File: config.mk
export PLATFORM = sky130hd
export DESIGN_NAME = stable_matching_pref_loader
export DESIGN_NICKNAME = d
export VERILOG_FILES = /design/src/rtl/sm_pkg.sv /design/src/rtl/sm_pref_range_check.sv /design/src/rtl/stable_matching_pref_loader.sv
export SDC_FILE = /design/constraint.sdc
export NUM_CORES = 2
export LEC_CHECK = 0
export ABC_AREA = 1
export BUFFER_PORTS_ARGS = -buffer_cell sky130_fd_sc_hd__buf_4
export CAP_MARGIN = 10
export CELL_PAD_IN_SITES_DETAIL_PLACEMENT = 0
export CELL_PAD_IN_SITES_GLOBAL_PLACEMENT = 1
export CORE_AREA = 2 2 450 452
export CTS_CLUSTER_SIZE = 12
export DETAILED_ROUTE_END_ITERATION = 8
export DIE_AREA = 0 0 452 454
export PLACE_DENSITY_LB_ADDON = 0.05
export SYNTH_ARGS = -nofsm -noshare
export SYNTH_HDL_FRONTEND = slang
export SYNTH_HIERARCHICAL = 1
export SYNTH_SLANG_ARGS = --single-unit
File: constraint.sdc
create_clock -name clk -period 3.7 [get_ports clk]
set_input_delay 0.185 -clock clk [delete_from_list [all_inputs] [get_ports clk]]
set_output_delay 0.185 -clock clk [all_outputs]
set_load 0.02 [all_outputs]
File: src/rtl/sm_pkg.sv
// Shared types and width helpers for the stable-matching datapath.
// Used by the preference loader and by matcher-side control.
package sm_pkg;

  typedef enum logic [1:0] {
    IDLE   = 2'd0,
    LOAD_R = 2'd1,
    LOAD_S = 2'd2,
    DONE   = 2'd3
  } sm_state_e;

  // ceil(log2(n)), never below 1 so every field is at least one bit
  function automatic int log2(input int n);
    int r;
    r = 1;
    while ((1 << r) < n) r++;
    return r;
  endfunction

  function automatic int max2(input int a, input int b);
    return (a > b) ? a : b;
  endfunction

  function automatic int pref_w(input int kr, input int ks,
                                input int s, input int r);
    return r * kr * log2(s) + s * ks * log2(r);
  endfunction

  localparam int DEF_KR    = 10;
  localparam int DEF_KS    = 10;
  localparam int DEF_S     = 10;
  localparam int DEF_R     = DEF_S;
  localparam int DEF_LOG_S = log2(DEF_S);
  localparam int DEF_LOG_R = log2(DEF_R);
  localparam int DEF_W     = max2(DEF_LOG_S, DEF_LOG_R);
  localparam int DEF_PW    = pref_w(DEF_KR, DEF_KS, DEF_S, DEF_R);

endpackage

File: src/rtl/sm_pref_range_check.sv
// Flags a preference entry that does not name a valid member.
// Instanced by the loader only when SM_PREF_RANGE_CHECK_EN is defined.
module sm_pref_range_check #(
  parameter int W = 4
) (
  input  logic [W-1:0] value,
  input  logic [W:0]   limit,
  input  logic         enable,
  output logic         oor
);

  assign oor = enable && ({1'b0, value} >= limit);

endmodule

File: src/rtl/stable_matching_pref_loader.sv
// Serial loader building the packed rPref/sPref vector for stable_matching_comb.
// Optional entry range checking via macro SM_PREF_RANGE_CHECK_EN.
module stable_matching_pref_loader
  import sm_pkg::*;
#(
  parameter  int Kr    = DEF_KR,
  parameter  int Ks    = DEF_KS,
  parameter  int S     = DEF_S,
  parameter  int R     = S,
  localparam int LOG_S = log2(S),
  localparam int LOG_R = log2(R),
  localparam int W     = max2(LOG_S, LOG_R),
  localparam int PW    = pref_w(Kr, Ks, S, R)
) (
  input  logic          clk,
  input  logic          rst_n,
  input  logic          start,
  input  logic          in_valid,
  output logic          in_ready,
  input  logic [W-1:0]  in_data,
  output logic [PW-1:0] p_input,
  output logic          out_valid,
  input  logic          out_ack,
  output logic          busy,
  output logic          err
);

  localparam int MW    = log2(max2(R, S));
  localparam int KW    = log2(max2(Kr, Ks));
  localparam int S_OFS = R * Kr * LOG_S;

  sm_state_e       state_q, state_d;
  logic [MW-1:0]   m_q, m_d;
  logic [KW-1:0]   k_q, k_d;
  logic [PW-1:0]   p_q, p_d;
  logic            beat;
  logic            k_last;
  logic            m_last;
  int              idx;

  assign in_ready  = (state_q == LOAD_R) || (state_q == LOAD_S);
  assign beat      = in_valid && in_ready;
  assign out_valid = (state_q == DONE);
  assign busy      = (state_q != IDLE);
  assign p_input   = p_q;

  assign k_last = (state_q == LOAD_R) ? (k_q == KW'(Kr - 1))
                                      : (k_q == KW'(Ks - 1));
  assign m_last = (state_q == LOAD_R) ? (m_q == MW'(R - 1))
                                      : (m_q == MW'(S - 1));

  always_comb begin
    state_d = state_q;
    m_d     = m_q;
    k_d     = k_q;
    p_d     = p_q;
    idx     = 0;
    unique case (state_q)
      IDLE: begin
        if (start) begin
          state_d = LOAD_R;
          p_d     = '0;
          m_d     = '0;
          k_d     = '0;
        end
      end
      LOAD_R: begin
        if (beat) begin
          idx = LOG_S * Kr * int'(m_q) + LOG_S * int'(k_q);
          p_d[idx +: LOG_S] = in_data[LOG_S-1:0];
          if (k_last && m_last) state_d = LOAD_S;
        end
      end
      LOAD_S: begin
        if (beat) begin
          idx = S_OFS + LOG_R * Ks * int'(m_q) + LOG_R * int'(k_q);
          p_d[idx +: LOG_R] = in_data[LOG_R-1:0];
          if (k_last && m_last) state_d = DONE;
        end
      end
      DONE: begin
        if (out_ack) state_d = IDLE;
      end
      default: state_d = IDLE;
    endcase
    // row/list walk shared by both load phases
    if (beat) begin
      if (k_last) begin
        k_d = '0;
        m_d = m_last ? '0 : m_q + MW'(1);
      end else begin
        k_d = k_q + KW'(1);
      end
    end
  end

  always_ff @(posedge clk or negedge rst_n) begin
    if (!rst_n) begin
      state_q <= IDLE;
      m_q     <= '0;
      k_q     <= '0;
      p_q     <= '0;
    end else begin
      state_q <= state_d;
      m_q     <= m_d;
      k_q     <= k_d;
      p_q     <= p_d;
    end
  end

`ifdef SM_PREF_RANGE_CHECK_EN
  logic         err_q, err_d;
  logic         oor;
  logic [W-1:0] rc_value;
  logic [W:0]   rc_limit;

  assign rc_value = (state_q == LOAD_R) ? W'(in_data[LOG_S-1:0])
                                        : W'(in_data[LOG_R-1:0]);
  assign rc_limit = (state_q == LOAD_R) ? (W+1)'(S) : (W+1)'(R);

  sm_pref_range_check #(
    .W(W)
  ) u_range_check (
    .value  (rc_value),
    .limit  (rc_limit),
    .enable (beat),
    .oor    (oor)
  );

  always_comb begin
    err_d = err_q;
    if (state_q == IDLE && start) err_d = 1'b0;
    else if (oor)                 err_d = 1'b1;
  end

  always_ff @(posedge clk or negedge rst_n) begin
    if (!rst_n) err_q <= 1'b0;
    else        err_q <= err_d;
  end

  assign err = err_q;
`else
  assign err = 1'b0;
`endif

endmodule

# == Yosys cells after proc, flatten, opt, wreduce, memory -nomap -nowiden ==
# Index checks and enable logic that the tools add are counted.
# word_totals
register_bits,810
input_bits,9
out_inout_bits,804
word_cells,60
# op_classes
addsub,7
mul,1
n_eq_ne,11
n_shift,4
muxes,22
n_reduce_logical,11
# op_table
cell,n
800-bit 2-to-1 mux,3
800-bit one-hot mux with 3 select lines,1
800-bit bitwise mux,2
4-bit by 33-bit variable shift with 800-bit output (first input constant),2
4-bit by 33-bit variable part select with 800-bit output,2
4-bit 2-to-1 mux,9
12-bit negator with 33-bit output,1
32-bit negator with 33-bit output,1
32-bit by 7-bit adder with 32-bit output,1
11-bit by 6-bit adder with 12-bit output,1
2-bit 2-to-1 mux,6
9-bit by 10-bit adder with 11-bit output (first input constant),1
4-bit by 1-bit adder with 4-bit output (second input constant),2
4-bit == test (second input constant),2
2-bit one-hot mux with 4 select lines,1
3-bit by 4-bit multiplier with 7-bit output (first input constant),1
2-bit by 1-bit != test with 1-bit output (second input constant),3
2-bit != test (second input constant),3
6-bit AND reduction,1
2-bit nonzero test,3
2-bit == test (second input constant),2
4-bit AND reduction,1
3-bit nonzero test,1
2-bit by 1-bit == test with 1-bit output (second input constant),1
other kinds (4),5

# == Longest topological paths before layout ==
# depth
depth_word,8
ltp_mapped,28
depth_no_buf,28

# == Worst setup path after synthesis ==
# Ideal clock, no wire load.
# synth_timing
path_type,reg2reg
from,register m_q[1]
to,"register p_q[708], in the netlist p_input[708]"
setup_time_ns,0.130
arrival_time_ns,3.765
slack_ns,-0.195
stages_incl_launch_ff,29
period_less_slack_ns,3.895
path_cell_list,dfrtp_1 ha_1 ha_1 fa_1 inv_1 nand2_1 nand2_2 inv_2 ha_1 nand3_1 nand2_1 nand2_1 nor2_2 nand2_1 inv_1 ha_1 inv_1 nand4_1 nor2_1 buf_2 nand3_1 nor2_1 nand2_1 nor2_1 nand2_1 nand3_1 nand2_1 nand2_1 o21ai_1
# synth_via
elab_chain_cells,8
elab_cells_between_ends,15
cone_classes,add/sub (5); mul (1); shift (4); mux (5)
# synth_lines
element,line_no,rtl
"start, declared",stable_matching_pref_loader.sv:33,"logic [MW-1:0] m_q, m_d;"
"start signal, assigned",stable_matching_pref_loader.sv:105,m_q <= m_d;
3-bit by 4-bit multiplier with 7-bit output *,"stable_matching_pref_loader.sv:69, stable_matching_pref_loader.sv:76",
9-bit by 10-bit adder with 11-bit output,stable_matching_pref_loader.sv:76,idx = S_OFS + LOG_R * Ks * int'(m_q) + LOG_R * int'(k_q);
11-bit by 6-bit adder with 12-bit output,stable_matching_pref_loader.sv:76,
12-bit negator with 33-bit output,stable_matching_pref_loader.sv:77,p_d[idx +: LOG_R] = in_data[LOG_R-1:0];
4-bit by 33-bit variable part select with 800-bit output / 4-bit by 33-bit variable shift with 800-bit output (equally long branches),stable_matching_pref_loader.sv:77,
800-bit bitwise mux,stable_matching_pref_loader.sv:77,
800-bit 2-to-1 mux,stable_matching_pref_loader.sv:75,if (beat) begin
800-bit one-hot mux with 3 select lines *,stable_matching_pref_loader.sv:58,unique case (state_q)
"end signal, assigned",stable_matching_pref_loader.sv:107,p_q <= p_d;
"end, declared",stable_matching_pref_loader.sv:35,"logic [PW-1:0] p_q, p_d;"
# Every way passes the cells marked *; elsewhere a longest branch is shown, timed or not. The select of a mux whose other input is x is not followed.
# A chain may end at the register's enable or synchronous reset.

# == Final worst setup path ==
# layout_timing
from,register m_q[1]
to,"register p_q[658], in the netlist p_input[658]"
# Same word-level chain as after synthesis.

==> flow_summary.json <==
{
  "outcome": "complete, but fails checks",
  "violations": "setup timing",
  "start_util_pct": 32.82,
  "drv_slew": 0,
  "combPwrFrac_pct": 70.1,
  "wl_per_cell_um": 25.31,
  "yosysWarnings": 6,
  "hold_path_class": "primary input to async pin",
  "seq_power_share_pct": 13.0,
  "die-area_mm2": 0.2052,
  "grt_max_degree": 190,
  "whs_ns": 0.07197,
  "synth-seq-area-share_pct": 30.75,
  "synth_edf_count": 0,
  "cts-root-buf": "clkbuf_16",
  "clockPowerShare_pct": 16.9,
  "drive_gt1_share_pct": 22.42,
  "grt_setup_unrepaired": "true",
  "layout.nets": 12500,
  "dr.pass1.iters": 8,
  "max-vdd-ir-drop_mv": 1.430,
  "cts_made_buffers": 113,
  "cts_tree": "built",
  "setup_viol": 795,
  "antenna_found_initial": 7,
  "total_power_mw": 72.26,
  "fillers": 21210,
  "ant_nets": 0,
  "gp_congestion": 0.9682,
  "rows": 165,
  "critical_path.startpoint": "m_q[1]",
  "grt_pass1_wl_um": 543100,
  "crit_path_start_kind": "register",
  "switching_share_pct": 58.82,
  "syn-cell-area_mm2": 0.06592,
  "slew_headroom_pct": 19.73,
  "maxCapViolCount": 0,
  "p_int_mw": 29.76,
  "max_freq_ghz": 0.2510,
  "synthCells": 11130,
  "synth_cell_types": 42,
  "finalCritPeriodShare_pct": 107.7,
  "p_sw_mw": 42.51,
  "io_pins": 813,
  "track_usage_pct": 35.64,
  "setup_tns_ns": -107.57,
  "area_growth_pct": 38.40,
  "tightest_slew_ns": 1.204,
  "path_class": "register to register",
  "gr-total-overflow": 0,
  "via_per_inst": 5.459,
  "fp.dieH_um": 454,
  "wirelength_um": 385300,
  "ctsLongestPathBuffers": 3,
  "power.density_mw_per_mm2": 792.1,
  "via_count": 83120,
  "core_mm2": 0.2009,
  "leakagePower_nw": 45.58,
  "grt_pass1_vias": 76400,
  "layout_commonest_cell": "nand2_1",
  "synth_seq_cells": 810,
  "layout_common_cells": "4657 x nand2_1, 1579 x buf_4, 1032 x inv_1",
  "synthFlopType": "dfrtp_1",
  "drc": 0,
  "r2r_start": "m_q[1]",
  "crit_required_ns": 4.38,
  "hpwl_um": 280400,
  "path_max_fanout": 6,
  "cts.sinks": 810,
  "synth_nets": 11180,
  "hold_viol": 0,
  "worstSetupEndpointType": "register",
  "async_flop_share_pct": 100.0,
  "fin_ws_ns": -0.2847,
  "post-route-util_pct": 45.42,
  "arrival_ns": 4.67,
  "fin_crit_ns": 3.985,
  "clk_latency_ns": 0.79,
  "drt-initial-drc-count": 8069,
  "ff2ff_setup_slack_ns": -0.28,
  "synth_area_per_cell_um2": 5.921,
  "port_buffers": 811,
  "fin_worst_skew_ns": 0.02473,
  "cts_max_level": 3,
  "die_x_um": 452,
  "clk_pin_slew_worst_paths_ns": 0.06
}
## worst max-delay path: stages, from the launching register on
cell,delay (ns)
dfrtp_2,0.42
ha_4,0.25
ha_4,0.16
fa_2,0.60
buf_6,0.12
nand3_1,0.09
nand2_2,0.11
nor2_2,0.06
buf_4,0.16
nand3_2,0.13
buf_12,0.12
nand4_4,0.16
nor2_4,0.18
buf_12,0.14
nand4_1,0.21
buf_4,0.23
nor2_4,0.14
buf_6,0.16
nand4_1,0.13
nand3_1,0.11
nand2_1,0.08
nand2_1,0.06
nand2_1,0.04
## kinds of logic after synthesis
family | synth area share (%)
buffers and inverters | 10.30
AOI/OAI and AO/OA | 15.22
adders and majority gates | 0.7175
DFF | 30.75
xor gates and xnor gates | 0.1708
other | 0.005689
and+or+nand+nor | 42.83
## path summary, 6_finish.rpt
| kind | to | cells past startpoint |
|---|---|---|
| max in group asynchronous | p_input[469] | 3 |
| worst min register to register | p_input[395] | 2 |
| min in group clk | k_q[2] | 4 |
| worst max-delay path | p_input[658] | 22 |
| worst min-delay path | p_input[12] | 2 |
| worst max register to register | p_input[658] | 22 |
## stage by stage
stage | instance area [um^2] | worst slack, ns | std cells
final | 91230 | -0.2847 | 15230
after global routing | 91230 | -0.5170 | 15230
after CTS | 87270 | -0.1907 | 15120
after detailed placement | 81450 | -0.5657 | 14860
after global placement | 81450 | -0.6382 | 14860
after floorplan | 65970 | 0.04087 | 11130
## area by class of cell
cell class | instances | area (um^2) | share of cell area [%]
clock buffers | 168 | 3427 | 3.756
repair buffers | 1880 | 16990 | 18.62
flip-flops and latches | 810 | 20270 | 22.22
well taps | 2672 | 3343 | 3.664
clock inverters | 40 | 608.1 | 0.6665
multi-input cells | 8579 | 42470 | 46.55
diodes | 2 | 5.005 | 0.005486
inverters | 1074 | 4121 | 4.518
## cells in the mapped netlist, drive strengths merged (2+ instances only)
cell	n	share of area, %
and2	2	0.019
nor3	91	0.69
ha	33	0.63
a21oi	216	1.7
fa	3	0.091
nand3	916	7.0
nand4	296	2.8
inv	1072	6.1
xnor2	2	0.027
clkbuf	425	2.4
dfrtp	810	31
nor2	676	4.2
o21ai	672	5.1
o22ai	3	0.028
xor2	7	0.14
buf	245	1.8
nand2	4918	28
nor4	4	0.038
o21bai	2	0.023
clkinv	2	0.011
o211ai	732	8.3
## state kept, by name (all words and copies together) (netlist names)
name,count
m_q,4
k_q,4
p_input,800
state_q,2
## routing by layer
layer	vias to the layer above	track usage (%)	part of all wire, %
met1	40320	48.34	43
met5	-	0	0.0029
li1	38860	-	-
met4	2	16.84	5.4
met3	572	4.992	7.1
met2	3369	55.76	45
## power by group through the flow
stage                     Clock (mW)  Combinational, mW  Sequential [mW]
after floorplan                    0               19.3             9.62
after global placement             0               43.3             9.52
after detailed placement           0               43.2             9.52
after CTS                       12.4               45.5             9.37
after global routing            12.8               52.1             9.39
final                           12.2               50.7             9.38
## what timing repair did
| action | in CTS | in global routing |
|---|---|---|
| setup buffers | 39 | 79 |
| gates cloned | 11 | 26 |
| resized for setup | 345 | 786 |
| endpoints found under the hold margin | 50 | 0 |
| hold buffers | 4 | 0 |
| endpoints found under the setup margin | 800 | 800 |
| pin swaps | 87 | 351 |
Power figures use the tool's default switching activity.
